===== src/rtl/friscv_pkg.sv =====
// Shared FRiscV definitions: opcodes, ALU operations, controller states and mux select encodings.
package friscv_pkg;

    localparam logic [6:0] OP_REG       = 7'h33;
    localparam logic [6:0] OP_IMM_ARITH = 7'h13;
    localparam logic [6:0] OP_IMM_LOAD  = 7'h03;
    localparam logic [6:0] OP_STORE     = 7'h23;
    localparam logic [6:0] OP_BRANCH    = 7'h63;
    localparam logic [6:0] OP_JUMP      = 7'h6F;

    typedef enum logic [3:0] {
        ALU_ADD  = 4'd0,
        ALU_SUB  = 4'd1,
        ALU_SLL  = 4'd2,
        ALU_SLT  = 4'd3,
        ALU_SLTU = 4'd4,
        ALU_XOR  = 4'd5,
        ALU_SRL  = 4'd6,
        ALU_SRA  = 4'd7,
        ALU_OR   = 4'd8,
        ALU_AND  = 4'd9
    } alu_op_t;

    typedef enum logic [3:0] {
        ST_RST      = 4'd0,
        ST_FETCH    = 4'd1,
        ST_DECODE   = 4'd2,
        ST_MEMADR   = 4'd3,
        ST_MEMREAD  = 4'd4,
        ST_MEMWB    = 4'd5,
        ST_MEMWRITE = 4'd6,
        ST_EXEC_R   = 4'd7,
        ST_EXEC_I   = 4'd8,
        ST_ALUWB    = 4'd9,
        ST_BEQ      = 4'd10,
        ST_JAL      = 4'd11,
        ST_TRAP     = 4'd12
    } mc_state_t;

    localparam logic [1:0] SRC_A_PC    = 2'b00;
    localparam logic [1:0] SRC_A_OLDPC = 2'b01;
    localparam logic [1:0] SRC_A_RS1   = 2'b10;

    localparam logic [1:0] SRC_B_RS2   = 2'b00;
    localparam logic [1:0] SRC_B_IMM   = 2'b01;
    localparam logic [1:0] SRC_B_FOUR  = 2'b10;

    localparam logic [1:0] RES_ALUOUT  = 2'b00;
    localparam logic [1:0] RES_MEMDATA = 2'b01;
    localparam logic [1:0] RES_ALU     = 2'b10;

    function automatic logic is_known_op(input logic [6:0] op);
        return (op == OP_REG)      || (op == OP_IMM_ARITH) || (op == OP_IMM_LOAD) ||
               (op == OP_STORE)    || (op == OP_BRANCH)    || (op == OP_JUMP);
    endfunction

endpackage


===== src/rtl/alu_decoder.sv =====
// Combinational ALU operation decode from opcode/func3/func7 for R-type and I-type arithmetic.
module alu_decoder
    import friscv_pkg::*;
(
    input  logic [6:0] i_op_code,
    input  logic [2:0] i_func3,
    input  logic [6:0] i_func7,
    output alu_op_t    o_alu_ctrl
);

    logic w_unused_func7;
    assign w_unused_func7 = ^{i_func7[6], i_func7[4:0]};

    // Only the register form distinguishes add/sub; addi never subtracts.
    always_comb begin
        o_alu_ctrl = ALU_ADD;
        if ((i_op_code == OP_REG) || (i_op_code == OP_IMM_ARITH)) begin
            case (i_func3)
                3'd0: o_alu_ctrl = ((i_op_code == OP_REG) && i_func7[5]) ? ALU_SUB : ALU_ADD;
                3'd1: o_alu_ctrl = ALU_SLL;
                3'd2: o_alu_ctrl = ALU_SLT;
                3'd3: o_alu_ctrl = ALU_SLTU;
                3'd4: o_alu_ctrl = ALU_XOR;
                3'd5: o_alu_ctrl = i_func7[5] ? ALU_SRA : ALU_SRL;
                3'd6: o_alu_ctrl = ALU_OR;
                3'd7: o_alu_ctrl = ALU_AND;
            endcase
        end
    end

endmodule


===== src/rtl/multicycle_controller.sv =====
// Multi-cycle Moore control FSM for the shared-memory FRiscV datapath.
// Define FRISCV_ILLEGAL_TRAP_EN to trap (sticky) on unknown opcodes; otherwise they retire as NOPs.
module multicycle_controller
    import friscv_pkg::*;
#(
    parameter int ALU_CTRL_W = 4,
    parameter int SEL_W      = 2
) (
    input  logic                  clk,
    input  logic                  rst_n,
    input  logic [6:0]            op_code_in,
    input  logic [2:0]            func3_in,
    input  logic [6:0]            func7_in,
    input  logic                  zero_in,
    input  logic                  mem_ready_in,
    output logic                  mem_req_out,
    output logic                  mem_we_out,
    output logic                  adr_src_out,
    output logic                  ir_write_out,
    output logic                  pc_write_out,
    output logic                  reg_write_out,
    output logic [SEL_W-1:0]      alu_src_a_out,
    output logic [SEL_W-1:0]      alu_src_b_out,
    output logic [ALU_CTRL_W-1:0] alu_ctrl_out,
    output logic [SEL_W-1:0]      result_src_out,
    output logic                  instr_done_out,
    output logic                  illegal_instr_out
);

    mc_state_t r_state;
    mc_state_t w_next_state;
    alu_op_t   w_dec_alu;
    alu_op_t   w_alu;
    logic [1:0] w_src_a;
    logic [1:0] w_src_b;
    logic [1:0] w_res;
    logic      w_mem_req;
    logic      w_mem_we;
    logic      w_adr_src;
    logic      w_ir_write;
    logic      w_pc_write;
    logic      w_reg_write;
    logic      w_done;
    logic      w_illegal;

    alu_decoder u_alu_decoder (
        .i_op_code  (op_code_in),
        .i_func3    (func3_in),
        .i_func7    (func7_in),
        .o_alu_ctrl (w_dec_alu)
    );

    always_ff @(posedge clk or negedge rst_n) begin
        if (!rst_n) begin
            r_state <= ST_RST;
        end else begin
            r_state <= w_next_state;
        end
    end

    always_comb begin
        w_next_state = r_state;
        case (r_state)
            ST_RST:      w_next_state = ST_FETCH;
            ST_FETCH:    if (mem_ready_in) w_next_state = ST_DECODE;
            ST_DECODE: begin
                case (op_code_in)
                    OP_IMM_LOAD,
                    OP_STORE:     w_next_state = ST_MEMADR;
                    OP_REG:       w_next_state = ST_EXEC_R;
                    OP_IMM_ARITH: w_next_state = ST_EXEC_I;
                    OP_BRANCH:    w_next_state = ST_BEQ;
                    OP_JUMP:      w_next_state = ST_JAL;
`ifdef FRISCV_ILLEGAL_TRAP_EN
                    default:      w_next_state = ST_TRAP;
`else
                    default:      w_next_state = ST_FETCH;
`endif
                endcase
            end
            ST_MEMADR:   w_next_state = (op_code_in == OP_IMM_LOAD) ? ST_MEMREAD : ST_MEMWRITE;
            ST_MEMREAD:  if (mem_ready_in) w_next_state = ST_MEMWB;
            ST_MEMWB:    w_next_state = ST_FETCH;
            ST_MEMWRITE: if (mem_ready_in) w_next_state = ST_FETCH;
            ST_EXEC_R,
            ST_EXEC_I:   w_next_state = ST_ALUWB;
            ST_ALUWB:    w_next_state = ST_FETCH;
            ST_BEQ:      w_next_state = ST_FETCH;
            ST_JAL:      w_next_state = ST_ALUWB;
            ST_TRAP:     w_next_state = ST_TRAP;
            default:     w_next_state = ST_RST;
        endcase
    end

    // Moore decode; only the write enables and retire pulse look at ready/zero.
    always_comb begin
        w_mem_req   = 1'b0;
        w_mem_we    = 1'b0;
        w_adr_src   = 1'b0;
        w_ir_write  = 1'b0;
        w_pc_write  = 1'b0;
        w_reg_write = 1'b0;
        w_src_a     = SRC_A_PC;
        w_src_b     = SRC_B_RS2;
        w_res       = RES_ALUOUT;
        w_alu       = ALU_ADD;
        w_done      = 1'b0;
        case (r_state)
            ST_FETCH: begin
                w_mem_req  = 1'b1;
                w_src_a    = SRC_A_PC;
                w_src_b    = SRC_B_FOUR;
                w_res      = RES_ALU;
                w_ir_write = mem_ready_in;
                w_pc_write = mem_ready_in;
            end
            ST_DECODE: begin
                w_src_a = SRC_A_OLDPC;
                w_src_b = SRC_B_IMM;
`ifndef FRISCV_ILLEGAL_TRAP_EN
                w_done  = !is_known_op(op_code_in);
`endif
            end
            ST_MEMADR: begin
                w_src_a = SRC_A_RS1;
                w_src_b = SRC_B_IMM;
            end
            ST_MEMREAD: begin
                w_mem_req = 1'b1;
                w_adr_src = 1'b1;
            end
            ST_MEMWB: begin
                w_res       = RES_MEMDATA;
                w_reg_write = 1'b1;
                w_done      = 1'b1;
            end
            ST_MEMWRITE: begin
                w_mem_req = 1'b1;
                w_mem_we  = 1'b1;
                w_adr_src = 1'b1;
                w_done    = mem_ready_in;
            end
            ST_EXEC_R: begin
                w_src_a = SRC_A_RS1;
                w_src_b = SRC_B_RS2;
                w_alu   = w_dec_alu;
            end
            ST_EXEC_I: begin
                w_src_a = SRC_A_RS1;
                w_src_b = SRC_B_IMM;
                w_alu   = w_dec_alu;
            end
            ST_ALUWB: begin
                w_res       = RES_ALUOUT;
                w_reg_write = 1'b1;
                w_done      = 1'b1;
            end
            ST_BEQ: begin
                w_src_a    = SRC_A_RS1;
                w_src_b    = SRC_B_RS2;
                w_alu      = ALU_SUB;
                w_res      = RES_ALUOUT;
                w_pc_write = zero_in;
                w_done     = 1'b1;
            end
            ST_JAL: begin
                w_src_a    = SRC_A_OLDPC;
                w_src_b    = SRC_B_FOUR;
                w_res      = RES_ALUOUT;
                w_pc_write = 1'b1;
            end
            default: ;
        endcase
    end

`ifdef FRISCV_ILLEGAL_TRAP_EN
    assign w_illegal = (r_state == ST_TRAP);
`else
    assign w_illegal = 1'b0;
`endif

    assign mem_req_out       = w_mem_req;
    assign mem_we_out        = w_mem_we;
    assign adr_src_out       = w_adr_src;
    assign ir_write_out      = w_ir_write;
    assign pc_write_out      = w_pc_write;
    assign reg_write_out     = w_reg_write;
    assign alu_src_a_out     = SEL_W'(w_src_a);
    assign alu_src_b_out     = SEL_W'(w_src_b);
    assign alu_ctrl_out      = ALU_CTRL_W'(w_alu);
    assign result_src_out    = SEL_W'(w_res);
    assign instr_done_out    = w_done;
    assign illegal_instr_out = w_illegal;

endmodule


===== config.mk =====
export PLATFORM = sky130hd
export DESIGN_NAME = multicycle_controller
export DESIGN_NICKNAME = d
export VERILOG_FILES = /design/src/rtl/friscv_pkg.sv /design/src/rtl/alu_decoder.sv /design/src/rtl/multicycle_controller.sv
export SDC_FILE = /design/constraint.sdc
export NUM_CORES = 1
export LEC_CHECK = 0
export CAP_MARGIN = 20
export CELL_PAD_IN_SITES_DETAIL_PLACEMENT = 1
export CELL_PAD_IN_SITES_GLOBAL_PLACEMENT = 1
export CORE_ASPECT_RATIO = 1.25
export CORE_MARGIN = 10
export CORE_UTILIZATION = 27
export DETAILED_ROUTE_END_ITERATION = 7
export PLACE_DENSITY_LB_ADDON = 0.1
export SLEW_MARGIN = 20
export SYNTH_ARGS = -nofsm -noshare
export SYNTH_HDL_FRONTEND = slang
export SYNTH_HIERARCHICAL = 1
export SYNTH_SLANG_ARGS = --single-unit
export TNS_END_PERCENT = 100

===== constraint.sdc =====
create_clock -name clk -period 3.4 [get_ports clk]
set_clock_uncertainty 0.05 [all_clocks]
set_input_delay 0.68 -clock clk [delete_from_list [all_inputs] [get_ports clk]]
set_output_delay 0.68 -clock clk [all_outputs]
set_load 0.05 [all_outputs]

* After elaboration in Yosys (flattened, before gate mapping)
Cells that the tools add are included.
Cells by class: equal/unequal tests 28, multiplexer cells 21, reductions and logical operators 22
Operators with widths (count):
- $pmux W4 S8 | 2
- $eq A4 B4 Y1 const B | 5
- $pmux W4 S5 | 1
- $eq A4 B3 Y1 const B | 4
- $mux W4 | 4
- $eq A7 B6 Y1 const B | 2
- $eq A7 B7 Y1 const B | 2
- $eq A3 B3 Y1 const B | 4
- $pmux W2 S2 | 3
- $reduce_or A2 Y1 | 6
- $reduce_or A3 Y1 | 4
- $eq A4 B2 Y1 const B | 2
- $pmux W4 S2 | 1
- $reduce_or A4 Y1 | 2
- $eq A7 B2 Y1 const B | 1
- $eq A7 B5 Y1 const B | 1
- $mux W1 | 7
- $eq A3 B2 Y1 const B | 2
- $ne A2 B2 Y1 const B | 3
- $pmux W1 S3 | 2
- $logic_or A1 B1 Y1 | 5
- $eq A4 B1 Y1 const B | 1
- $logic_not A4 Y1 | 1
- $eq A3 B1 Y1 const B | 1
- 5 further kinds | 5
Storage, ports and cells: register bits after elaboration 4, input bits 21, output and inout bits 18

* Longest topological paths before layout
Gate-level depths: netlist of the first run.
word-level depth 8, mapped depth 6, depth with buffers taken out 5

* Hierarchy
Netlist of the first run, hierarchy kept.
Modules (own cells, without submodules):
- multicycle_controller | instances 1, cells each 93, area an instance 598.1 sq um, sequential area each 100.1 sq um
- alu_decoder | instances 1, cells each 14, area an instance 100.1 sq um, sequential area each 0.0 sq um

* Least setup slack after synthesis of the first run
Ideal clock, no wire load.
path kind in2out, start point input port op_code_in[5], end point output port instr_done_out, data arrival time 2.615 ns, required time 2.670 ns, setup slack 0.055 ns, cell stages on the path 4, buffers on the path 0, path through nor2b_1 nand2_1 nor3_1 o41ai_1
Between the ends: longest elaborated chain between the ends 8
Ends and longest elaborated chain:
- start: declaration | RTL line multicycle_controller.sv:11 | input logic [6:0] op_code_in,
- $eq A7 B6 Y1 / $eq A7 B5 Y1 (equally long branches) | RTL line friscv_pkg.sv:53 | return (op == OP_REG) || (op == OP_IMM_ARITH) || (op == OP_IMM_LOAD) ||
- $logic_or A1 B1 Y1 (3 in a row) | RTL line friscv_pkg.sv:53
- $logic_or A1 B1 Y1 | RTL line friscv_pkg.sv:54 | (op == OP_STORE) || (op == OP_BRANCH) || (op == OP_JUMP);
- $logic_or A1 B1 Y1 * | RTL line friscv_pkg.sv:54
- $logic_not A1 Y1 * | RTL line multicycle_controller.sv:121 | w_done = !is_known_op(op_code_in);
- $pmux W1 S3 * | RTL line multicycle_controller.sv:108 | case (r_state)
- end: declaration | RTL line multicycle_controller.sv:26 | output logic instr_done_out,
Mark *: on every way between the ends. The rest lies on a longest branch, timed or not.

* Worst setup path after layout of the first run
start point input port op_code_in[3], end point output port alu_ctrl_out[0]
Between the ends: longest elaborated chain between the ends 6
Ends and longest elaborated chain:
- $eq A7 B6 Y1 | RTL line alu_decoder.sv:17, alu_decoder.sv:19
- $logic_and A1 B1 Y1 | RTL line alu_decoder.sv:19 | 3'd0: o_alu_ctrl = ((i_op_code == OP_REG) && i_func7[5]) ? ALU_SUB : ALU_ADD;
- $mux W1 | RTL line alu_decoder.sv:19
- $pmux W4 S8 | RTL line alu_decoder.sv:18 | case (i_func3)
- $mux W4 * | RTL line alu_decoder.sv:17 | if ((i_op_code == OP_REG) || (i_op_code == OP_IMM_ARITH)) begin
- net w_dec_alu[0] | RTL line multicycle_controller.sv:32 | alu_op_t w_dec_alu;
- $pmux W4 S2 * | RTL line multicycle_controller.sv:108
- end: declaration | RTL line multicycle_controller.sv:24 | output logic [ALU_CTRL_W-1:0] alu_ctrl_out,
Mark *: on every way through the listed nets, which the timed path passes. The rest lies on a longest branch.

==> impl_metrics.csv, run 1 <==
group,metric,value,unit
final_layout,regMostFlops,"r_state",
sta,timing.hold.ws,0.590,ns
die,start_util,28.5,%
setup_path,crit_required,2.67,ns
final_layout,register_area,100,sq um
logic_synthesis,async_flop_share,100,%
logic_synthesis,synth_cell_types,37,
setup_path,endpoint_kind,"output pin",
placement,gp_congestion,0.772,
setup_path,path_class,"input port to output pin",
logic_synthesis,syn_nets,128,
final_layout,drive_gt1_share,11.9,%
power,p_int,0.393,mW
global_route,grt_use_total,9.65,%
placement,place_ws,0.219,ns
power,switchingPower,0.571,mW
final_layout,multi_input_area,541,sq um
sta,timing.final.ws_setup,0.253,ns
setup_path,arrival,2.42,ns
logic_synthesis,yosysSeqAreaShare,14.3,%
detailed_routing,routed_via_density,5.14,
logic_synthesis,yosys_warnings,6,
detailed_routing,drt_iter0_markers,26,
power,ir_worst_vdd,0.329,mV
power,clockPowerShare,6.2,%
power,p_seq_share,14.0,%
sta,finalSetupViolCount,0,
clocking,clockBufferDepth,2,
clocking,cts_resized,0,
die,core_area,2450,sq um
detailed_routing,dr.pass1.iters,4,
sta,tightest_slew,0.554,ns
global_route,grt_pass1_vias,914,
placement,port_buffers,31,
logic_synthesis,synth.most_common_cell,"nor2_1",
sta,drv_slew,0,
clocking,htree_levels,1,
final_layout,fillCellCount,331,
logic_synthesis,netlist_instances,107,
die,fp.dieH,76.9,um
sta,period_share,92.6,%
sta,rsz0062_at_grt,"no",
global_route,grt_max_degree,15,
clocking,cts_setup_buffers,0,
die,pin_count,39,
outcome,status,"finished clean",
logic_synthesis,netlist.top_cell.by_area,"dfrtp_1",
sta,hold_viol_final,0,
logic_synthesis,synthFlopType,"dfrtp_1",
die,fp-row-count,20,
power,power.density,881,nW/um^2
logic_synthesis,yosysTopAreaCellShare,14.3,%
clocking,cts-root-buf,"clkbuf_4",
global_route,antenna_found_initial,0,
die,dieArea,5030,sq um
setup_path,r2r_slack,1.72,ns
clocking,cts_tree,"yes",
logic_synthesis,synth_area_leaders,"dfrtp_1 (14%), nor2_1 (11%), nand2_1 (8.6%)",
setup_path,critical_path.max_fanout,5,
detailed_routing,drc,0,
logic_synthesis,synth_area,698,sq um
logic_synthesis,synth_edf_count,0,
hold_path,hp-class,"input port to asynchronous set/reset pin",
power,swShare,59.3,%
final_layout,area_growth_syn_to_layout,56.6,%
final_layout,nets,158,
clocking,clkTransAtPathRegs,0.04,ns
die,die_w,65.5,um
clocking,clock-sinks,4,
sta,min_period,3.15,ns
clocking,cts_buffers,3,
detailed_routing,wirelength,2330,um
global_route,overflow,0,
placement,dp_hpwl,1980,um
detailed_routing,wl_per_cell,13.9,um
detailed_routing,drtAntennaViolNets,0,
sta,timing.fmax,318,MHz
sta,max_slew_margin,62.6,%
power,p_total,0.964,mW
detailed_routing,vias,864,
power,power_frac_comb,79.8,%
setup_path,start_kind,"input port",
final_layout,n_antenna_cell,0,
global_route,grt_pass1_wl,4100,um
final_layout,final_util,44.6,%
clocking,clkLatencyLatePin,0.24,ns
flow_run,drv_cap,0,
final_layout,largest_registers,"r_state (4)",
logic_synthesis,synth_common_cells,"nor2_1 (20), nand2_1 (16), o21ai_0 (7)",
sta,fin_tns_setup,0,ns
final_layout,largest_register_ffs,4,
logic_synthesis,ys_seq_elements,4,
power,p_leak,0.406,nW
clocking,cts_hold_buf,0,
logic_synthesis,avgSynthCellArea,6.52,sq um
## cells by family (layout without fill, tap and decap cells)
| family | Yosys count | in the layout | synth area share [%] |
|---|---|---|---|
| simple gates | 62 | 62 | 47.5 |
| compound gates | 27 | 27 | 25.4 |
| buf+inv | 10 | 38 | 8.24 |
| flops | 4 | 4 | 14.3 |
| xor+xnor | 2 | 2 | 2.51 |
| other cells | 1 | 1 | 0.537 |
| mux | 1 | 1 | 1.43 |
## area by class of cell
type | count | share of cell area, %
clock buffers | 3 | 2.06
inverters | 3 | 1.03
multi-input cells | 93 | 49.4
flip-flops and latches | 4 | 9.15
well taps | 33 | 3.78
repair buffers | 32 | 34.6
## stage by stage
step           std cells  area, sq um
2_1_floorplan        107          698
3_3_place_gp         165         1070
3_5_place_dp         165         1070
4_1_cts              168         1090
5_1_grt              168         1090
6_report             168         1090
## cells in the final DEF (no fill, tap or decap), drive strengths merged, types with 3 or more instances in the layout
cell           count
clkdlybuf4s50     25
nor2              20
nand2             16
o21ai              7
buf                7
a21oi              6
nand2b             5
nor2b              4
dfrtp              4
inv                3
o211ai             3
clkbuf             3
nor3               3
## critical path, cell delays in order
cell	delay (ns)
clkdlybuf4s50_1	0.49
nor4b_2	0.33
nand3_2	0.15
a211oi_2	0.20
nor2_1	0.06
o21ai_0	0.31
buf_12	0.19
## metal layers
layer	GRT usage [%]	vias up	part of all wire, %
met5	0	-	0
li1	-	432	-
met1	10.6	402	41
met4	4.51	0	1.5
met3	2.03	4	5.9
met2	16.8	26	51
## path summary, 6_finish.rpt
check / from / end / cells past startpoint
max in group asynchronous: rst_n / r_state[0] / 1
worst min-delay path: rst_n / r_state[3] / 1
worst min register to register: r_state[2] / r_state[2] / 2
worst max register to register: r_state[0] / r_state[3] / 4
min in group clk: r_state[2] / r_state[2] / 2
worst max-delay path: op_code_in[3] / alu_ctrl_out[0] / 7
## power groups by stage
| stage | clock (mW) | combinational, mW | sequential (mW) |
|---|---|---|---|
| 6_report | 0.0602 | 0.769 | 0.135 |
| 5_1_grt | 0.0636 | 0.829 | 0.144 |
| 4_1_cts | 0.0633 | 0.781 | 0.135 |
| 3_5_place_dp | 0 | 0.779 | 0.136 |
| 3_3_place_gp | 0 | 0.771 | 0.134 |
| 2_1_floorplan | 0 | 0.581 | 0.0820 |
Power figures use the tool's default switching activity.
==> inputs of run 2 (changes only) <==
--- a/config.mk
+++ b/config.mk
@@ -12,7 +12,9 @@
 export CORE_MARGIN = 10
 export CORE_UTILIZATION = 27
 export DETAILED_ROUTE_END_ITERATION = 7
+export GPL_ROUTABILITY_DRIVEN = 0
 export PLACE_DENSITY_LB_ADDON = 0.1
+export SETUP_SLACK_MARGIN = 0.05
 export SLEW_MARGIN = 20
 export SYNTH_ARGS = -nofsm -noshare
 export SYNTH_HDL_FRONTEND = slang
==> impl_metrics.csv, run 2 (synthesis gave the netlist of run 1 again) <==
group,metric,value,unit
clocking,clockBufferDepth,2,
clocking,clkLatencyLatePin,0.24,ns
sta,finalSetupViolCount,0,
final_layout,nets,158,
power,p_int,0.393,mW
sta,fin_tns_setup,0,ns
final_layout,area_growth_syn_to_layout,56.6,%
sta,drv_slew,0,
clocking,cts_buffers,3,
clocking,cts_setup_buffers,0,
placement,placement.cell_area,1070,sq um
final_layout,drive_gt1_share,11.9,%
global_route,overflow,0,
global_route,grt_max_degree,15,
outcome,status,"finished clean",
final_layout,mostFrequentLayoutCell,"clkdlybuf4s50_1",
power,p_leak,0.405,nW
sta,min_period,3.06,ns
setup_path,critical_path.max_fanout,5,
setup_path,slowest_delay,0.49,ns
detailed_routing,wl_per_cell,13.9,um
final_layout,largest_register_ffs,4,
setup_path,slowest_stage,"clkdlybuf4s50_1",
sta,period_share,90.0,%
setup_path,path_cells,"clkdlybuf4s50_1 > nor4b_2 > nand3_2 > a211oi_2 > nor2_1 > o21ai_1 > buf_12",
detailed_routing,wirelength,2330,um
placement,port_buffers,31,
power,power_frac_comb,79.8,%
die,core_area,2450,sq um
detailed_routing,drt_iter0_markers,26,
final_layout,n_antenna_cell,0,
global_route,grt_pass1_vias,914,
global_route,grt_pass1_wl,4100,um
final_layout,final_cell_mix,"clkdlybuf4s50_1 (25), nor2_1 (20), nand2_1 (16)",
die,start_util,28.5,%
clocking,clock-sinks,4,
sta,rsz0062_at_grt,"no",
detailed_routing,vias,866,
die,fp-row-count,20,
die,pin_count,39,
global_route,grt_use_total,9.65,%
detailed_routing,drtAntennaViolNets,0,
global_route,antenna_found_initial,0,
sta,hold_viol_final,0,
final_layout,fin_area,1090,sq um
setup_path,endpoint_kind,"output pin",
sta,tightest_slew,0.554,ns
power,power.density,881,nW/um^2
die,die_w,65.5,um
placement,dp_hpwl,1980,um
die,fp.dieH,76.9,um
clocking,clkTransAtPathRegs,0.04,ns
setup_path,path_class,"input port to output pin",
final_layout,regMostFlops,"r_state",
setup_path,crit_required,2.67,ns
power,clockPowerShare,6.2,%
power,ir_worst_vdd,0.329,mV
detailed_routing,routed_via_density,5.15,
power,p_seq_share,14.0,%
power,swShare,59.3,%
setup_path,start_kind,"input port",
die,dieArea,5030,sq um
setup_path,crit_buf_inv,2,
detailed_routing,dr.pass1.iters,4,
sta,max_slew_margin,62.6,%
sta,timing.fmax,327,MHz
clocking,htree_levels,1,
flow_run,drv_cap,0,
hold_path,hp-class,"input port to asynchronous set/reset pin",
detailed_routing,drc,0,
clocking,cts-root-buf,"clkbuf_4",
clocking,cts_hold_buf,0,
setup_path,crit_family,"buffers and inverters",
final_layout,largest_registers,"r_state (4)",
power,switchingPower,0.571,mW
clocking,cts_tree,"yes",
setup_path,arrival,2.33,ns
[run 2: layout make-up]
type                       count  area [sq um]
timing repair buffer          32           378
inverter                       3          11.3
clock buffer                   3          22.5
sequential                     4           100
multi-input combinational     93           541
fill                         331          1360
tap                           33          41.3
[run 2: worst paths after layout]
kind / start / endpoint / slack, ns / depth (start not counted)
worst max-delay path: op_code_in[3] / alu_ctrl_out[0] / 0.34 / 7
worst min-delay path: rst_n / r_state[3] / 0.59 / 1
worst max register to register: r_state[0] / r_state[3] / 1.72 / 4
worst min register to register: r_state[2] / r_state[2] / 0.72 / 2
max in group asynchronous: rst_n / r_state[0] / 2.54 / 1
min in group clk: r_state[2] / r_state[2] / 0.72 / 2
[run 2: routing by layer]
layer	vias up	share of wire [%]	GRT usage [%]
met2	28	51	16.8
met3	4	6.4	2.03
met4	0	1.5	4.51
met1	402	41	10.6
met5	-	0	0
li1	432	-	-
[run 2: repair_timing]
item,4_1_cts,5_1_grt
setup endpoints to repair,0,1
endpoints found under the hold margin,0,0
gates resized for setup,0,1
[run 2: power groups by stage]
stage | registers (mW) | clock network, mW | logic [mW]
global placement | 0.134 | 0 | 0.771
CTS | 0.135 | 0.0633 | 0.781
detailed placement | 0.136 | 0 | 0.779
global route | 0.144 | 0.0636 | 0.830
finish | 0.135 | 0.0602 | 0.769
floorplan | 0.0820 | 0 | 0.581
[run 2: metrics by stage]
step	util, %	setup slack (ns)	instances	hold slack [ns]	total power [mW]
6_report	44.6	0.342	168	0.590	0.964
5_1_grt	44.6	0.142	168	0.609	1.04
4_1_cts	44.6	0.211	168	0.585	0.980
3_5_place_dp	43.7	0.219	165	0.732	0.915
3_3_place_gp	43.7	0.244	165	0.730	0.906
2_1_floorplan	-	0.0552	107	0.334	0.663
==> patch (settings of run 1) <==
Change the parameter `SEL_W` from 2 to 3.
--- a/src/rtl/multicycle_controller.sv
+++ b/src/rtl/multicycle_controller.sv
@@ -5,5 +5,5 @@
 #(
     parameter int ALU_CTRL_W = 4,
-    parameter int SEL_W      = 2
+    parameter int SEL_W      = 3
 ) (
     input  logic                  clk,
Ports: changed (resized alu_src_a_out, alu_src_b_out and result_src_out); port bits go from 39 to 42. No check against the original RTL was run, so the function may have changed too.
==> patch against run 1 <==
- worst hold slack worse by 0.0018 ns
- routed wire length increased by 7.3%
- synthesized area rose by 11%
- total power rose by 2.7%
- sequential cell count stayed put
- worst setup slack gained 0.034 ns
- combinational power shrank 0.8%
- clock power rose by 1%
- sequential share of layout area is 0.59 points lower
- cell area rose by 6.9%
==> patch: results (changes against run 1) <==
TIMING.HOLD.WORST.CLASS='primary input to async pin'  # unchanged
YOSYS-TOP-CELLS-COUNT='sky130_fd_sc_hd__nor2_1, sky130_fd_sc_hd__a21oi_1, sky130_fd_sc_hd__nand2_1, sky130_fd_sc_hd__o21ai_0, sky130_fd_sc_hd__nand2b_1'  # was sky130_fd_sc_hd__nor2_1, sky130_fd_sc_hd__nand2_1, sky130_fd_sc_hd__o21ai_0
POST_SYNTH_MAIN_AREA_CONTRIBUTORS='sky130_fd_sc_hd__dfrtp_1, sky130_fd_sc_hd__nor2_1, sky130_fd_sc_hd__a21oi_1'  # was sky130_fd_sc_hd__dfrtp_1, sky130_fd_sc_hd__nor2_1, sky130_fd_sc_hd__nand2_1
RUN_STATUS='completed'  # unchanged
YS_SEQ_AREA_SHARE_PCT=12.97  # was 14.34%
NUMBER_OF_GLOBAL_ROUTE_VIAS_BEFORE_REPAIR=994  # was 914
POWER_LEAKAGE_nW=0.4426  # was 0.4057 nW
PLACE.GP.CONGESTION=0.8167  # was 0.7724
FILLER_CELL_COUNT=349  # was 331
SYNTH.DISTINCT_CELLS=41  # was 37
GRT_MAX_DEGREE=21  # was 15
CTSRESIZECOUNT=0  # unchanged
CRITICAL_PATH_PEAK_FANOUT=4  # was 5
CRIT-REG2REG-CAPTURE='r_state[1]'  # was r_state[3]
HPWLAFTERDP_UM=2032  # was 1976 um
DPL-INSTANCE-AREA_UM2=1146  # was 1071 um2
DETAIL_ROUTE.VIAS_PER_CELL=5.220  # was 5.143
GRT_FIRST_PASS_WIRELENGTH_UM=4353  # was 4098 um
CTS_BUF_COUNT=3  # unchanged
ACTUAL_TRANSITION_AT_THE_WORST_MAX_TRANSITION_PIN_NS=0.6036  # was 0.5537 ns
WORST_EP_ARRIVAL_TIME_NS=2.38  # was 2.42 ns
GRT_USE_TOTAL_PCT=9.931  # was 9.652%
BEGINNING_OF_THE_WORST_REGISTER_TO_REGISTER_PATH='r_state[3]'  # was r_state[0]
FIN_NETS=166  # was 158
IRDROPWORSTVDD_mV=0.3607  # was 0.3288 mV
DRT-TOTAL-WL_UM=2505  # was 2334 um
WORST-R2R-SETUP-SLACK_NS=1.36  # was 1.72 ns
DRT_ITER0_DRC=24  # was 26
SHARE_OF_CELLS_ABOVE_DRIVE_STRENGTH_1_PCT=14.69  # was 11.85%
SYNTHTOLAYOUTAREAGROWTH_PCT=51.38  # was 56.63%
ANT_CELLS=0  # unchanged
[patch: changes by cell type in the layout (fill, tap and decap cells not counted), moves of 3 or more]
cell	delta
sky130_fd_sc_hd__conb_1	+3
sky130_fd_sc_hd__nor2_1	-6
sky130_fd_sc_hd__buf_4	+5
sky130_fd_sc_hd__a21oi_1	+4
sky130_fd_sc_hd__nand2_1	-7
[patch: layout make-up]
cell class | count | share of cell area, %
repair buffers | 35 | 32.98
clock buffers | 3 | 1.927
inverters | 2 | 0.6424
flip-flops and latches | 4 | 8.565
multi-input cells | 99 | 52.25
well taps | 34 | 3.640
[patch: metrics by stage]
step | instances | hold WS (ns) | worst slack, ns
floorplan | 116 | 0.3344 | 0.2298
global placement | 174 | 0.8182 | 0.2658
detailed placement | 174 | 0.8043 | 0.2404
CTS | 177 | 0.5864 | 0.2340
global route | 177 | 0.5964 | 0.09509
finish | 177 | 0.5886 | 0.2865
[patch: per-layer routing]
| metal | vias up | part of all wire (%) | GRT usage [%] |
|---|---|---|---|
| li1 | 467 | - | - |
| met1 | 430 | 40 | 10.09 |
| met2 | 23 | 52 | 18.27 |
| met3 | 4 | 5.5 | 2.107 |
| met4 | 0 | 2.2 | 4.839 |
| met5 | - | 0 | 0 |
[patch: worst max path at each step]
stage | cells after the start | slack (ns) | endpoint | startpoint
4_1_cts | 7 | 0.23 | alu_ctrl_out[0] | op_code_in[3]
6_report | 7 | 0.29 | alu_ctrl_out[0] | op_code_in[3]
3_3_place_gp | 7 | 0.27 | alu_ctrl_out[0] | op_code_in[3]
3_5_place_dp | 7 | 0.24 | alu_ctrl_out[0] | op_code_in[3]
5_1_grt | 7 | 0.1 | alu_ctrl_out[0] | op_code_in[3]
2_1_floorplan | 5 | 0.23 | alu_ctrl_out[0] | op_code_in[3]
[patch: critical path, cell delays in order]
cell                              delay, ns
sky130_fd_sc_hd__clkdlybuf4s50_1       0.43
sky130_fd_sc_hd__nor4b_2               0.32
sky130_fd_sc_hd__nand3_2               0.15
sky130_fd_sc_hd__a211oi_2              0.20
sky130_fd_sc_hd__o21ai_0               0.10
sky130_fd_sc_hd__o21ai_0               0.32
sky130_fd_sc_hd__buf_12                0.19
[patch: power by group]
part,internal (mW),switching [mW],total [mW]
logic,0.295,0.469,0.763
registers,0.0675,0.0978,0.165
clock network,0.0396,0.0213,0.0609
[patch: kinds of logic (layout without fill, tap and decap cells)]
group / count (synthesis) / count (layout) / share of synthesized area [%]
mux: 2 / 2 / 2.593
compound gates: 36 / 36 / 30.63
flops: 4 / 4 / 12.97
buf+inv: 13 / 40 / 9.400
xor+xnor: 2 / 2 / 2.269
simple gates: 55 / 55 / 41.65
other cells: 1 / 4 / 0.4858
